$ cat src/rtl/encoder_8b10b.sv
// rtl/encoder_8b10b.sv - 8b/10b encoder with running-disparity tracking, one symbol per clock
module encoder_8b10b #(
    parameter logic INIT_RD = 1'b0
) (
    input  logic       clk,
    input  logic       rst_n,
    input  logic       valid_in,
    input  logic [7:0] data_in,
    input  logic       k_in,
    input  logic       rd_load,
    input  logic       rd_load_val,
    output logic       valid_out,
    output logic [9:0] data_out,
    output logic       rd_out,
    output logic       k_err
);

    // Returns {RD- column, RD+ column} for the abcdei sub-block.
    function automatic logic [11:0] enc6(input logic [4:0] x);
        case (x)
            5'd0:    enc6 = {6'b100111, 6'b011000};
            5'd1:    enc6 = {6'b011101, 6'b100010};
            5'd2:    enc6 = {6'b101101, 6'b010010};
            5'd3:    enc6 = {6'b110001, 6'b110001};
            5'd4:    enc6 = {6'b110101, 6'b001010};
            5'd5:    enc6 = {6'b101001, 6'b101001};
            5'd6:    enc6 = {6'b011001, 6'b011001};
            5'd7:    enc6 = {6'b111000, 6'b000111};
            5'd8:    enc6 = {6'b111001, 6'b000110};
            5'd9:    enc6 = {6'b100101, 6'b100101};
            5'd10:   enc6 = {6'b010101, 6'b010101};
            5'd11:   enc6 = {6'b110100, 6'b110100};
            5'd12:   enc6 = {6'b001101, 6'b001101};
            5'd13:   enc6 = {6'b101100, 6'b101100};
            5'd14:   enc6 = {6'b011100, 6'b011100};
            5'd15:   enc6 = {6'b010111, 6'b101000};
            5'd16:   enc6 = {6'b011011, 6'b100100};
            5'd17:   enc6 = {6'b100011, 6'b100011};
            5'd18:   enc6 = {6'b010011, 6'b010011};
            5'd19:   enc6 = {6'b110010, 6'b110010};
            5'd20:   enc6 = {6'b001011, 6'b001011};
            5'd21:   enc6 = {6'b101010, 6'b101010};
            5'd22:   enc6 = {6'b011010, 6'b011010};
            5'd23:   enc6 = {6'b111010, 6'b000101};
            5'd24:   enc6 = {6'b110011, 6'b001100};
            5'd25:   enc6 = {6'b100110, 6'b100110};
            5'd26:   enc6 = {6'b010110, 6'b010110};
            5'd27:   enc6 = {6'b110110, 6'b001001};
            5'd28:   enc6 = {6'b001110, 6'b001110};
            5'd29:   enc6 = {6'b101110, 6'b010001};
            5'd30:   enc6 = {6'b011110, 6'b100001};
            default: enc6 = {6'b101011, 6'b010100};
        endcase
    endfunction

    // Data fghj sub-block (primary x.7), {RD- column, RD+ column}.
    function automatic logic [7:0] enc4_d(input logic [2:0] y);
        case (y)
            3'd0:    enc4_d = {4'b1011, 4'b0100};
            3'd1:    enc4_d = {4'b1001, 4'b1001};
            3'd2:    enc4_d = {4'b0101, 4'b0101};
            3'd3:    enc4_d = {4'b1100, 4'b0011};
            3'd4:    enc4_d = {4'b1101, 4'b0010};
            3'd5:    enc4_d = {4'b1010, 4'b1010};
            3'd6:    enc4_d = {4'b0110, 4'b0110};
            default: enc4_d = {4'b1110, 4'b0001};
        endcase
    endfunction

    // Control fghj sub-block, {RD- column, RD+ column}.
    function automatic logic [7:0] enc4_k(input logic [2:0] y);
        case (y)
            3'd0:    enc4_k = {4'b1011, 4'b0100};
            3'd1:    enc4_k = {4'b0110, 4'b1001};
            3'd2:    enc4_k = {4'b1010, 4'b0101};
            3'd3:    enc4_k = {4'b1100, 4'b0011};
            3'd4:    enc4_k = {4'b1101, 4'b0010};
            3'd5:    enc4_k = {4'b0101, 4'b1010};
            3'd6:    enc4_k = {4'b1001, 4'b0110};
            default: enc4_k = {4'b0111, 4'b1000};
        endcase
    endfunction

    logic       valid_q, valid_d;
    logic [9:0] data_q, data_d;
    logic       rd_q, rd_d;
    logic       k_err_q, k_err_d;

    logic       rd_start;
    logic       k_ok;
    logic       k_bad;
    logic [4:0] edcba;
    logic [2:0] hgf;
    logic [11:0] six_pair;
    logic [5:0] six;
    logic       rd_mid;
    logic       use_alt;
    logic [7:0] four_pair;
    logic [3:0] four;
    logic       rd_next;

    always_comb begin
        rd_start  = rd_load ? rd_load_val : rd_q;
        k_ok      = (data_in[4:0] == 5'd28) || (data_in == 8'hF7) || (data_in == 8'hFB)
                 || (data_in == 8'hFD) || (data_in == 8'hFE);
        k_bad     = k_in && !k_ok;
        // Unsupported control codes fall back to K28.5 (comma) so the link stays aligned.
        edcba     = k_bad ? 5'd28 : data_in[4:0];
        hgf       = k_bad ? 3'd5  : data_in[7:5];

        six_pair  = (k_in && edcba == 5'd28) ? {6'b001111, 6'b110000} : enc6(edcba);
        six       = rd_start ? six_pair[5:0] : six_pair[11:6];
        rd_mid    = rd_start ^ ($countones(six) != 3);

        use_alt   = rd_mid ? (edcba == 5'd11 || edcba == 5'd13 || edcba == 5'd14)
                           : (edcba == 5'd17 || edcba == 5'd18 || edcba == 5'd20);
        if (k_in)
            four_pair = enc4_k(hgf);
        else if (hgf == 3'd7 && use_alt)
            four_pair = {4'b0111, 4'b1000};
        else
            four_pair = enc4_d(hgf);
        four      = rd_mid ? four_pair[3:0] : four_pair[7:4];
        rd_next   = rd_mid ^ ($countones(four) != 2);

        valid_d   = valid_in;
        k_err_d   = valid_in && k_bad;
        data_d    = valid_in ? {six, four} : data_q;
        rd_d      = valid_in ? rd_next : rd_start;
    end

    always_ff @(posedge clk or negedge rst_n) begin
        if (!rst_n) begin
            valid_q <= 1'b0;
            data_q  <= 10'b0;
            rd_q    <= INIT_RD;
            k_err_q <= 1'b0;
        end else begin
            valid_q <= valid_d;
            data_q  <= data_d;
            rd_q    <= rd_d;
            k_err_q <= k_err_d;
        end
    end

    assign valid_out = valid_q;
    assign data_out  = data_q;
    assign rd_out    = rd_q;
    assign k_err     = k_err_q;

endmodule
$ cat config.mk
export PLATFORM = sky130hd
export DESIGN_NAME = encoder_8b10b
export DESIGN_NICKNAME = d
export VERILOG_FILES = /design/src/rtl/encoder_8b10b.sv
export SDC_FILE = /design/constraint.sdc
export NUM_CORES = 1
export LEC_CHECK = 0
export ABC_AREA = 1
export CAP_MARGIN = 20
export CORE_UTILIZATION = 50
export CTS_CLUSTER_DIAMETER = 60
export DETAILED_ROUTE_END_ITERATION = 10
export MAX_ROUTING_LAYER = met4
export PLACE_DENSITY = 0.77
export SKIP_LAST_GASP = 1
export SYNTH_ARGS = -nofsm -noshare
export SYNTH_HDL_FRONTEND = slang
export SYNTH_SLANG_ARGS = --single-unit
$ cat constraint.sdc
create_clock -name clk -period 5.7 [get_ports clk]
set_input_delay 1.71 -clock clk [delete_from_list [all_inputs] [get_ports clk]]
set_output_delay 1.71 -clock clk [all_outputs]
set_load 0.1 [all_outputs]
==> impl_metrics.csv, run 1 <==
group,metric,value,unit
placement,place_congestion,0.942,
logic_synthesis,synthFlopType,"sky130_fd_sc_hd__dfrtp_1",
logic_synthesis,number_of_flops_mapped_to_enable_cells_by_yosys,0,
logic_synthesis,yosysWarnings,0,
logic_synthesis,post-synth-top-count-cell,"sky130_fd_sc_hd__nand2_1",
logic_synthesis,synth_async_sr_flop_share,100,%
logic_synthesis,yosys-top-cells-area,"sky130_fd_sc_hd__nand2_1 22%, sky130_fd_sc_hd__dfrtp_1 18%, sky130_fd_sc_hd__nand3_1 12%, sky130_fd_sc_hd__ha_1 6.2%, sky130_fd_sc_hd__inv_1 5.8%",
grt,grt_usage,89.9,%
sta,endpoint_type,"register data pin",
floorplanning,row_count,21,
placement,hpwl,4600,um
floorplanning,floorplan.initialDensity,53.3,%
outcome,haltStage,"global routing (5_1_grt)",
clocking,buffers_from_clock_root_to_sink_at_most,2,
clocking,cts_root_buf,"sky130_fd_sc_hd__clkbuf_4",
grt,global_route_congestion_overflow_total,214,
logic_synthesis,ys_seq_elements,13,
outcome,first-error,"[ERROR GRT-0232] Routing congestion too high. Check the congestion heatmap in the GUI.",
logic_synthesis,avgSynthCellArea,6.15,um2
clocking,cts_max_level,1,
clocking,cts.sink_count,13,
floorplanning,io-pin-count,27,
logic_synthesis,synth_seq_area_share,17.9,%
floorplanning,die_height,62.3,um
clocking,cts-hold-fix-buffers,0,
sta,timing.grt.repair.worst_endpoint,"rd_out$_DFF_PN0_/D",
logic_synthesis,synth_top_area_share,22.1,%
logic_synthesis,netlist-cell-type-count,36,
logic_synthesis,synth_nets,323,
floorplanning,die_w,62.3,um
logic_synthesis,netlist_instances,296,
logic_synthesis,synthesis.area,1820,um2
logic_synthesis,netlist_top_cells_count,"107 x sky130_fd_sc_hd__nand2_1, 42 x sky130_fd_sc_hd__nand3_1, 28 x sky130_fd_sc_hd__inv_1, 13 x sky130_fd_sc_hd__dfrtp_1",
clocking,cts_made_buffers,3,
grt,grt_start_max_net_pins,16,
outcome,outcome,"stopped before the end",
placement,port_buffers,26,
logic_synthesis,netlist.top_cell.by_area,"sky130_fd_sc_hd__nand2_1",
-- timing repair --
item / 4_1_cts
pin swaps: 25
setup endpoints to repair: 5
resized for setup: 55
setup buffers: 52
-- cell families after synthesis --
group / synth area share [%]
buf+inv: 11.8
compound gates: 10.5
flops: 17.9
fa+ha+maj: 10.6
xor+xnor: 1.38
simple gates: 47.9
-- through the flow --
stage               setup TNS, ns  setup slack [ns]  instances  cell area, um2  utilization, %
CTS                         -4.49             -1.40        485            3140            91.8
detailed placement          -5.83             -2.13        429            2660            77.9
global placement            -5.22             -1.96        429            2660            77.9
floorplan                   -1.78             -1.42        296            1900               -
-- layer usage --
layer / global-route usage, % / overflow
met1: 81.3 / 0
met2: 114 / 136
met3: 60.5 / 3
met4: 106 / 75
met5: - / -
==> inputs of run 2 (changes only) <==
- CORE_UTILIZATION: 50 -> 40
- CTS_CLUSTER_DIAMETER: 60 -> default
- MAX_ROUTING_LAYER: met4 -> default
- PLACE_DENSITY: 0.77 -> default
- PLACE_DENSITY_LB_ADDON: default -> 0.15
- clock period: 5.7 -> 7.41 ns (I/O delays scaled with it)
==> run 2 against run 1 <==
The flow now finishes, with violations (setup timing); synthesized cell count stayed put; synthesized area unchanged.
==> impl_metrics.csv, run 2 <==
group,metric,value,unit
sta,hold_viol,0,
outcome,outcome,"finished with violations",
placement,port_buffers,26,
floorplanning,core_area,4350,um2
min_path,hp-start,"data_out[8]",
logic_synthesis,netlist_top_cells_count,"107 x sky130_fd_sc_hd__nand2_1, 42 x sky130_fd_sc_hd__nand3_1, 28 x sky130_fd_sc_hd__inv_1, 13 x sky130_fd_sc_hd__dfrtp_1",
min_path,holdPathEnd,"data_out[8]",
placement,hpwl,4240,um
logic_synthesis,synth_top_area_share,22.1,%
clocking,buffers_from_clock_root_to_sink_at_most,2,
route,drt_pass1_iterations,4,
floorplanning,io-pin-count,27,
clocking,cts_made_buffers,3,
route,drt_iter0_markers,146,
grt,grt_usage,28.7,%
sta,fin_ws,-0.594,ns
final_layout,layout.core_utilization,74.7,%
final_layout,drive_gt1_share,44.5,%
logic_synthesis,ys_seq_elements,13,
sta,rsz0062_at_grt,"yes",
sta,fmax,125,MHz
placement,place_congestion,0.906,
sta,slew_violations,0,
route,drc_errors,0,
final_layout,final_cells,495,
grt,number_of_global_route_vias_before_repair,2599,
logic_synthesis,netlist.top_cell.by_area,"sky130_fd_sc_hd__nand2_1",
sta,setup_viol_count_final,3,
logic_synthesis,synthesis.area,1820,um2
clocking,cts-hold-fix-buffers,0,
power_and_ir_drop,static-leakage-power,1.75,nW
clocking,cts.sink_count,13,
sta,tightest_slew,0.985,ns
sta,skew,0.00527,ns
min_path,hold-path-cell-count,2,
route,drt-wirelength-per-cell,13.0,um
route,finalWirelength,6430,um
logic_synthesis,synth_seq_area_share,17.9,%
setup_path,rr_startpoint,"rd_out",
grt,grt_first_pass_wirelength,11400,um
setup_path,ff2ff_path_depth,41,
final_layout,mostFrequentLayoutCells,"125 x sky130_fd_sc_hd__buf_4, 98 x sky130_fd_sc_hd__nand2_1, 37 x sky130_fd_sc_hd__nand3_1",
setup_path,crit_path_max_incr_delay,0.16,ns
min_path,min_path_type,"reg -> reg",
logic_synthesis,avgSynthCellArea,6.15,um2
logic_synthesis,netlist_instances,296,
logic_synthesis,post-synth-top-count-cell,"sky130_fd_sc_hd__nand2_1",
run,max_capacitance_violation_count,0,
outcome,violations,"setup timing",
logic_synthesis,synth_nets,323,
setup_path,crit_required,7.54,ns
floorplanning,row_count,24,
logic_synthesis,yosys-top-cells-area,"sky130_fd_sc_hd__nand2_1 22%, sky130_fd_sc_hd__dfrtp_1 18%, sky130_fd_sc_hd__nand3_1 12%, sky130_fd_sc_hd__ha_1 6.2%, sky130_fd_sc_hd__inv_1 5.8%",
route,ant_nets,0,
route,detail_route.vias_per_cell,5.08,
floorplanning,die_w,69.4,um
grt,global_route_congestion_overflow_total,0,
clocking,cts_root_buf,"sky130_fd_sc_hd__clkbuf_8",
power_and_ir_drop,ir_worst_vdd,0.000242,V
sta,final_period_minus_worst_setup_slack,8.00,ns
setup_path,critical_path.reg2reg.endpoint,"data_out[4]",
floorplanning,floorplan.initialDensity,41.8,%
floorplanning,die-area,4820,um2
final_layout,fin_nets,471,
setup_path,timing.critical_path.to_type,"flip-flop",
route,vias,2513,
final_layout,area_delta_synth_final,78.9,%
logic_synthesis,number_of_flops_mapped_to_enable_cells_by_yosys,0,
floorplanning,die_height,69.4,um
logic_synthesis,synth_async_sr_flop_share,100,%
grt,grt_start_max_net_pins,16,
power_and_ir_drop,power_density,396,nW/um2
setup_path,critPathSlowestCell,"sky130_fd_sc_hd__and2_4",
setup_path,timing.reg2reg.setup_slack,1.89,ns
setup_path,crit_arrival,8.14,ns
final_layout,most_frequent_standard_cell_in_the_layout_excluding_fill_and_tap_cells,"sky130_fd_sc_hd__buf_4",
setup_path,start_kind,"input pin",
clocking,tritoncts,"built",
sta,max-slew-margin-rel,34.1,%
clocking,cts_max_level,1,
logic_synthesis,synthFlopType,"sky130_fd_sc_hd__dfrtp_1",
setup_path,timing_worst_setup_path_type,"in -> reg",
setup_path,critPathMaxFanout,4,
final_layout,largest_register_ff_count,10,
setup_path,timing.critical_path.mode_cell,"sky130_fd_sc_hd__buf_4",
grt,grt_antenna_before_repair,0,
sta,min_period_over_period,108,%
logic_synthesis,netlist-cell-type-count,36,
final_layout,number_of_antenna_cells_inserted,0,
placement,placed_cells,438,
clocking,clock_insertion_delay_worst_skew,0.24,ns
clocking,clk_pin_slew_worst_paths,0.06,ns
logic_synthesis,yosysWarnings,0,
## run 2: cell counts after synthesis
No cell type changed its count.
## run 2: cell type report
class,instances,area [um2]
Fill cell,331,1100
Multi-Input combinational cell,239,1470
Timing Repair Buffer,154,1230
Tap cell,52,65.1
Sequential cell,13,325
Inverter,33,125
Clock buffer,4,45.0
## run 2: kinds of logic after synthesis
| family | Yosys count | share of synthesized area, % |
|---|---|---|
| XOR/XNOR | 2 | 1.38 |
| AO/OA/AOI/OAI | 33 | 10.5 |
| flip-flops | 13 | 17.9 |
| AND/OR/NAND/NOR | 191 | 47.9 |
| adder cells (fa/ha/maj) | 13 | 10.6 |
| buffers and inverters | 44 | 11.8 |
## run 2: worst max-delay path by stage
stage / startpoint / endpoint / cells after the start
finish: data_in[3] / data_out[4] / 52
global route: data_in[3] / data_out[0] / 46
CTS: data_in[1] / rd_out / 39
detailed placement: data_in[2] / rd_out / 39
global placement: data_in[3] / rd_out / 36
floorplan: data_in[6] / rd_out / 39
## run 2: power by group
group	leakage, nW	total, mW	switching [mW]	internal, mW
clock	0.0228	0.0626	0.0247	0.0379
combinational	1.57	1.12	0.562	0.557
sequential	0.157	0.107	0.0119	0.0948
total	1.75	1.29	0.598	0.690
## run 2: metal layers
| metal | vias to the layer above | global-route usage, % | wire length (um) |
|---|---|---|---|
| met5 | - | 0 | 0 |
| met4 | 0 | 12.2 | 272 |
| met3 | 30 | 4.22 | 331 |
| met2 | 97 | 50.7 | 3230 |
| met1 | 1126 | 34.4 | 2600 |
| li1 | 1260 | - | - |
## run 2: critical path, delay by kind of cell
kind                   cells  cell delay [ns]
AND/OR/NAND/NOR           10             0.77
buffers and inverters     42             5.15
## run 2: repair_timing
action,CTS,global route
pin swaps,24,25
resized for setup,50,21
endpoints found under the setup margin,1,3
gates cloned,0,0
setup buffers,50,3
## run 2: per-stage QoR
| step | cell area (um2) | TNS [ns] | setup WS, ns | total power [mW] | hold WS, ns |
|---|---|---|---|---|---|
| detailed placement | 2710 | -0.889 | -0.889 | 0.898 | 0.468 |
| global route | 3250 | -2.41 | -0.834 | 1.38 | 0.508 |
| finish | 3250 | -1.46 | -0.594 | 1.29 | 0.482 |
| floorplan | 1890 | -0.245 | -0.245 | 0.631 | 0.984 |
| CTS | 3160 | -0.651 | -0.272 | 1.22 | 0.483 |
| global placement | 2710 | -0.760 | -0.760 | 0.865 | 0.463 |
(Power assumes the default switching activity.)
==> inputs of run 3 (changes only) <==
- CORE_AREA: default -> 2 2 63 65
- CORE_UTILIZATION: 40 -> default
- DIE_AREA: default -> 0 0 65 67
==> run 3 against run 2 <==
The flow still finishes with violations (setup timing); sequential cell count did not move; first-iteration DRC count increased by 55%; final cell count decreased by 8.7%; largest cell class unchanged; wire length up 9.5%.
==> impl_metrics.csv, run 3 (synthesized netlist as in run 2, its figures left out) <==
group,metric,value,unit
floorplanning,row_count,22,
min_path,min_path_type,"reg -> reg",
final_layout,final_cells,452,
route,drt_pass1_iterations,6,
setup_path,timing_worst_setup_path_type,"in -> reg",
clocking,cts_made_buffers,3,
sta,fin_ws,-0.621,ns
sta,fmax,125,MHz
setup_path,start_kind,"input pin",
final_layout,most_frequent_standard_cell_in_the_layout_excluding_fill_and_tap_cells,"sky130_fd_sc_hd__nand2_1",
floorplanning,core_area,3610,um2
floorplanning,die_height,67,um
route,drt-wirelength-per-cell,15.6,um
final_layout,total_area_of_multi_input_combinational_cells,1480,um2
setup_path,critPathSlowestCell,"sky130_fd_sc_hd__fa_1",
min_path,holdPathEnd,"data_out[3]",
sta,slew_violations,0,
setup_path,crit_path_max_incr_delay,0.55,ns
setup_path,critPathMaxFanout,5,
sta,tns,-0.621,ns
clocking,cts.sink_count,13,
route,ant_nets,0,
setup_path,timing.critical_path.mode_cell,"sky130_fd_sc_hd__nand2_2",
sta,max-slew-margin-rel,31.8,%
clocking,cts_max_level,1,
min_path,hp-start,"data_out[3]",
floorplanning,die-area,4360,um2
route,drc_errors,0,
setup_path,crit_arrival,8.15,ns
clocking,cts-hold-fix-buffers,0,
setup_path,rr_startpoint,"rd_out",
route,detail_route.vias_per_cell,5.65,
grt,global_route_congestion_overflow_total,0,
route,drt_iter0_markers,226,
placement,port_buffers,26,
setup_path,crit_path_start,"data_in[0]",
sta,tightest_slew,1.02,ns
setup_path,timing.reg2reg.setup_slack,1.98,ns
placement,place_congestion,0.932,
sta,skew,0.00164,ns
grt,number_of_global_route_vias_before_repair,2538,
route,vias,2556,
setup_path,timing.critical_path.to_type,"flip-flop",
grt,grt_first_pass_wirelength,11400,um
final_layout,drive_gt1_share,41.3,%
power_and_ir_drop,ir_worst_vdd,0.000374,V
setup_path,crit_required,7.53,ns
clocking,buffers_from_clock_root_to_sink_at_most,2,
final_layout,finalInstanceArea,2950,um2
placement,hpwl,4500,um
placement,placed_cells,433,
floorplanning,io-pin-count,27,
min_path,hold-path-cell-count,2,
sta,hold_viol,0,
final_layout,number_of_antenna_cells_inserted,0,
final_layout,register_area,325,um2
sta,min_period_over_period,108,%
clocking,clock_insertion_delay_worst_skew,0.24,ns
clocking,cts_root_buf,"sky130_fd_sc_hd__clkbuf_8",
outcome,outcome,"finished with violations",
floorplanning,floorplan.initialDensity,50.5,%
grt,grt_antenna_before_repair,0,
power_and_ir_drop,static-leakage-power,1.57,nW
placement,placed_cell_area,2670,um2
outcome,violations,"setup timing",
power_and_ir_drop,power_density,426,nW/um2
run,max_capacitance_violation_count,0,
grt,grt_usage,34.2,%
sta,rsz0062_at_grt,"yes",
sta,final_period_minus_worst_setup_slack,8.03,ns
sta,setup_viol_count_final,1,
route,finalWirelength,7050,um
grt,grt_start_max_net_pins,16,
clocking,clk_pin_slew_worst_paths,0.06,ns
setup_path,critical_path.reg2reg.endpoint,"rd_out",
floorplanning,die_w,65,um
final_layout,largest_register_ff_count,10,
setup_path,ff2ff_path_depth,26,
clocking,tritoncts,"built",
final_layout,fin_nets,432,
final_layout,area_delta_synth_final,62.3,%
final_layout,fillers,221,
final_layout,mostFrequentLayoutCells,"90 x sky130_fd_sc_hd__nand2_1, 86 x sky130_fd_sc_hd__buf_4, 35 x sky130_fd_sc_hd__nand3_1",
[run 3: worst max path at each step]
stage               slack (ns)     end
finish                   -0.62  rd_out
global route             -0.78  rd_out
CTS                      -0.31  rd_out
detailed placement       -0.97  rd_out
global placement         -0.81  rd_out
floorplan                -0.25  rd_out
[run 3: worst max-delay path: cells and delay by family]
kind | cells | cell delay [ns]
buf+inv | 7 | 0.65
xor+xnor | 2 | 0.34
fa+ha+maj | 8 | 2.79
compound gates | 2 | 0.21
simple gates | 18 | 1.92
[run 3: repair_timing]
action	in CTS	in global routing
pin swaps	23	28
setup buffers	20	3
resized for setup	52	29
setup endpoints to repair	1	2
hold endpoints to repair	0	0
[run 3: cell type report]
cell class / count / area share [%]
timing repair buffer: 115 / 30.8
multi-input combinational: 239 / 50.1
inverter: 33 / 4.49
sequential: 13 / 11.0
clock buffer: 4 / 1.53
tap: 48 / 2.03
[run 3: routing by layer]
metal,track usage [%],share of wire (%),vias to the layer above
met2,60.4,49,131
met1,40.4,39,1191
li1,-,-,1190
met3,4.90,6.1,44
met4,17.0,5.4,0
met5,0,0,-
[run 3: where the power goes]
group	internal (mW)	switching (mW)	total, mW
combinational	0.506	0.580	1.09
sequential	0.0948	0.0135	0.108
clock	0.0380	0.0258	0.0638
[run 3: through the flow]
step / util [%] / power, mW / hold slack, ns / setup slack (ns)
3_3_place_gp: 74.1 / 0.869 / 0.464 / -0.807
5_1_grt: 81.9 / 1.34 / 0.513 / -0.781
2_1_floorplan: - / 0.631 / 0.984 / -0.245
6_report: 81.9 / 1.26 / 0.482 / -0.621
3_5_place_dp: 74.1 / 0.894 / 0.473 / -0.973
4_1_cts: 80.2 / 1.22 / 0.484 / -0.307
==> inputs of run 4 (changes only) <==
- MAX_ROUTING_LAYER: default -> met4
==> run 4 against run 3 <==
Critical path depth grew 1; clock power grew 6.0%; the run still ends with setup timing left; wire length grew 31%; count of clock-buffer cells in the layout is the same; critical endpoint unchanged; setup slack lost 0.26 ns; largest power group unchanged; final cell count grew 8.4%.
==> impl_metrics.csv, run 4 (synthesized netlist as in run 2, its figures left out) <==
group,metric,value,unit
route,drc_errors,0,
run,max_capacitance_violation_count,0,
final_layout,fin_nets,470,
sta,slew_violations,0,
final_layout,drive_gt1_share,48.9,%
clocking,cts_max_level,1,
clocking,buffers_from_clock_root_to_sink_at_most,2,
clocking,clk_pin_slew_worst_paths,0.06,ns
floorplanning,die_w,65,um
route,vias,2956,
sta,rsz0062_at_grt,"yes",
placement,port_buffers,26,
final_layout,final_cells,490,
grt,grt_antenna_before_repair,0,
setup_path,critPathSlowestCell,"sky130_fd_sc_hd__fa_1",
clocking,tritoncts,"built",
sta,setup_viol_count_final,2,
final_layout,most_frequent_standard_cell_in_the_layout_excluding_fill_and_tap_cells,"sky130_fd_sc_hd__buf_4",
setup_path,start_kind,"input pin",
placement,placed_cells,433,
min_path,min_path_type,"reg -> reg",
clocking,cts_root_buf,"sky130_fd_sc_hd__clkbuf_8",
route,drt_iter0_markers,300,
setup_path,crit_path_max_incr_delay,0.62,ns
floorplanning,die-area,4360,um2
sta,final_period_minus_worst_setup_slack,8.29,ns
clocking,cts.sink_count,13,
sta,fin_ws,-0.880,ns
route,drt-wirelength-per-cell,18.9,um
power_and_ir_drop,ir_worst_vdd,0.000615,V
floorplanning,io-pin-count,27,
final_layout,finalInstanceArea,3280,um2
floorplanning,floorplan.initialDensity,50.5,%
grt,grt_start_max_net_pins,16,
power_and_ir_drop,static-leakage-power,1.74,nW
grt,global_route_congestion_overflow_total,0,
route,detail_route.vias_per_cell,6.03,
sta,hold_viol,0,
floorplanning,row_count,22,
setup_path,crit_required,7.53,ns
route,finalWirelength,9260,um
floorplanning,die_height,67,um
setup_path,crit_arrival,8.41,ns
placement,post-place-ws,-1.08,ns
floorplanning,core_area,3610,um2
final_layout,fillers,158,
final_layout,mostFrequentLayoutCells,"121 x sky130_fd_sc_hd__buf_4, 85 x sky130_fd_sc_hd__nand2_1, 35 x sky130_fd_sc_hd__nand3_1",
sta,tightest_slew,1.01,ns
grt,number_of_global_route_vias_before_repair,2778,
setup_path,critPathMaxFanout,5,
grt,grt_usage,40.0,%
route,ant_nets,0,
sta,min_period_over_period,112,%
sta,fmax,121,MHz
clocking,cts_made_buffers,3,
sta,skew,0.00264,ns
placement,hpwl,4590,um
placement,place_congestion,0.921,
setup_path,timing.critical_path.to_type,"flip-flop",
final_layout,area_delta_synth_final,80.3,%
power_and_ir_drop,power_density,411,nW/um2
route,drt_pass1_iterations,6,
setup_path,timing_worst_setup_path_type,"in -> reg",
final_layout,largest_register_ff_count,10,
outcome,violations,"setup timing",
grt,grt_first_pass_wirelength,13000,um
sta,max-slew-margin-rel,32.4,%
placement,placed_cell_area,2670,um2
outcome,outcome,"finished with violations",
final_layout,number_of_antenna_cells_inserted,0,
clocking,clock_insertion_delay_worst_skew,0.25,ns
-- run 4: changes by cell type in the layout (fill, tap and decap cells not counted), sizes merged --
cell	change
clkinvlp	+1
clkbuf	+1
buf	+37
clkinv	-1
-- run 4: power breakdown --
part / internal (mW) / leakage (nW) / total, mW / switching (mW)
clock: 0.0381 / 0.0228 / 0.0676 / 0.0295
sequential: 0.0949 / 0.157 / 0.110 / 0.0155
combinational: 0.552 / 1.56 / 1.17 / 0.619
total: 0.685 / 1.74 / 1.35 / 0.664
-- run 4: critical path: cells and delay by family --
family,cells,cell delay (ns)
fa+ha+maj,8,2.89
simple gates,19,2.15
buf+inv,7,0.57
xor+xnor,2,0.34
compound gates,2,0.21
-- run 4: final cells by class --
cell class	instances	area, um2	share of cell area [%]
clock buffer	4	45.0	1.37
timing repair buffer	153	1220	37.1
multi-input combinational	239	1500	45.8
tap	48	60.1	1.83
inverter	33	133	4.04
sequential	13	325	9.92
-- run 4: metal layers --
layer	track usage (%)	vias to the layer above	part of all wire [%]
met5	-	-	0
met4	19.1	0	7.3
met3	7.43	82	9.2
met2	70.9	263	49
met1	43.3	1349	35
li1	-	1262	-
-- run 4: timing repair --
action,in CTS,in global routing
setup endpoints to repair,1,3
resized for setup,55,40
buffers inserted,59,7
hold buffers,0,0
pin swaps,28,31
-- run 4: worst paths after layout --
check | endpoint | startpoint | slack (ns) | cells past startpoint
min in group asynchronous | data_out[4] | rst_n | 2.38 | 1
hold / removal | data_out[4] | data_out[4] | 0.49 | 2
setup / recovery | rd_out | data_in[0] | -0.88 | 38
max in group asynchronous | data_out[1] | rst_n | 4.59 | 1
setup reg to reg | rd_out | rd_out | 1.65 | 28
hold reg to reg | data_out[4] | data_out[4] | 0.49 | 2
-- run 4: per-stage QoR --
stage / power (mW) / hold slack [ns] / utilization, % / TNS (ns)
after detailed placement: 0.911 / 0.475 / 74.1 / -1.08
after global placement: 0.868 / 0.464 / 74.1 / -0.813
after floorplan: 0.631 / 0.984 / - / -0.245
after global routing: 1.42 / 0.523 / 91.0 / -1.20
final: 1.35 / 0.491 / 91.0 / -0.892
after CTS: 1.25 / 0.487 / 88.8 / -0.816
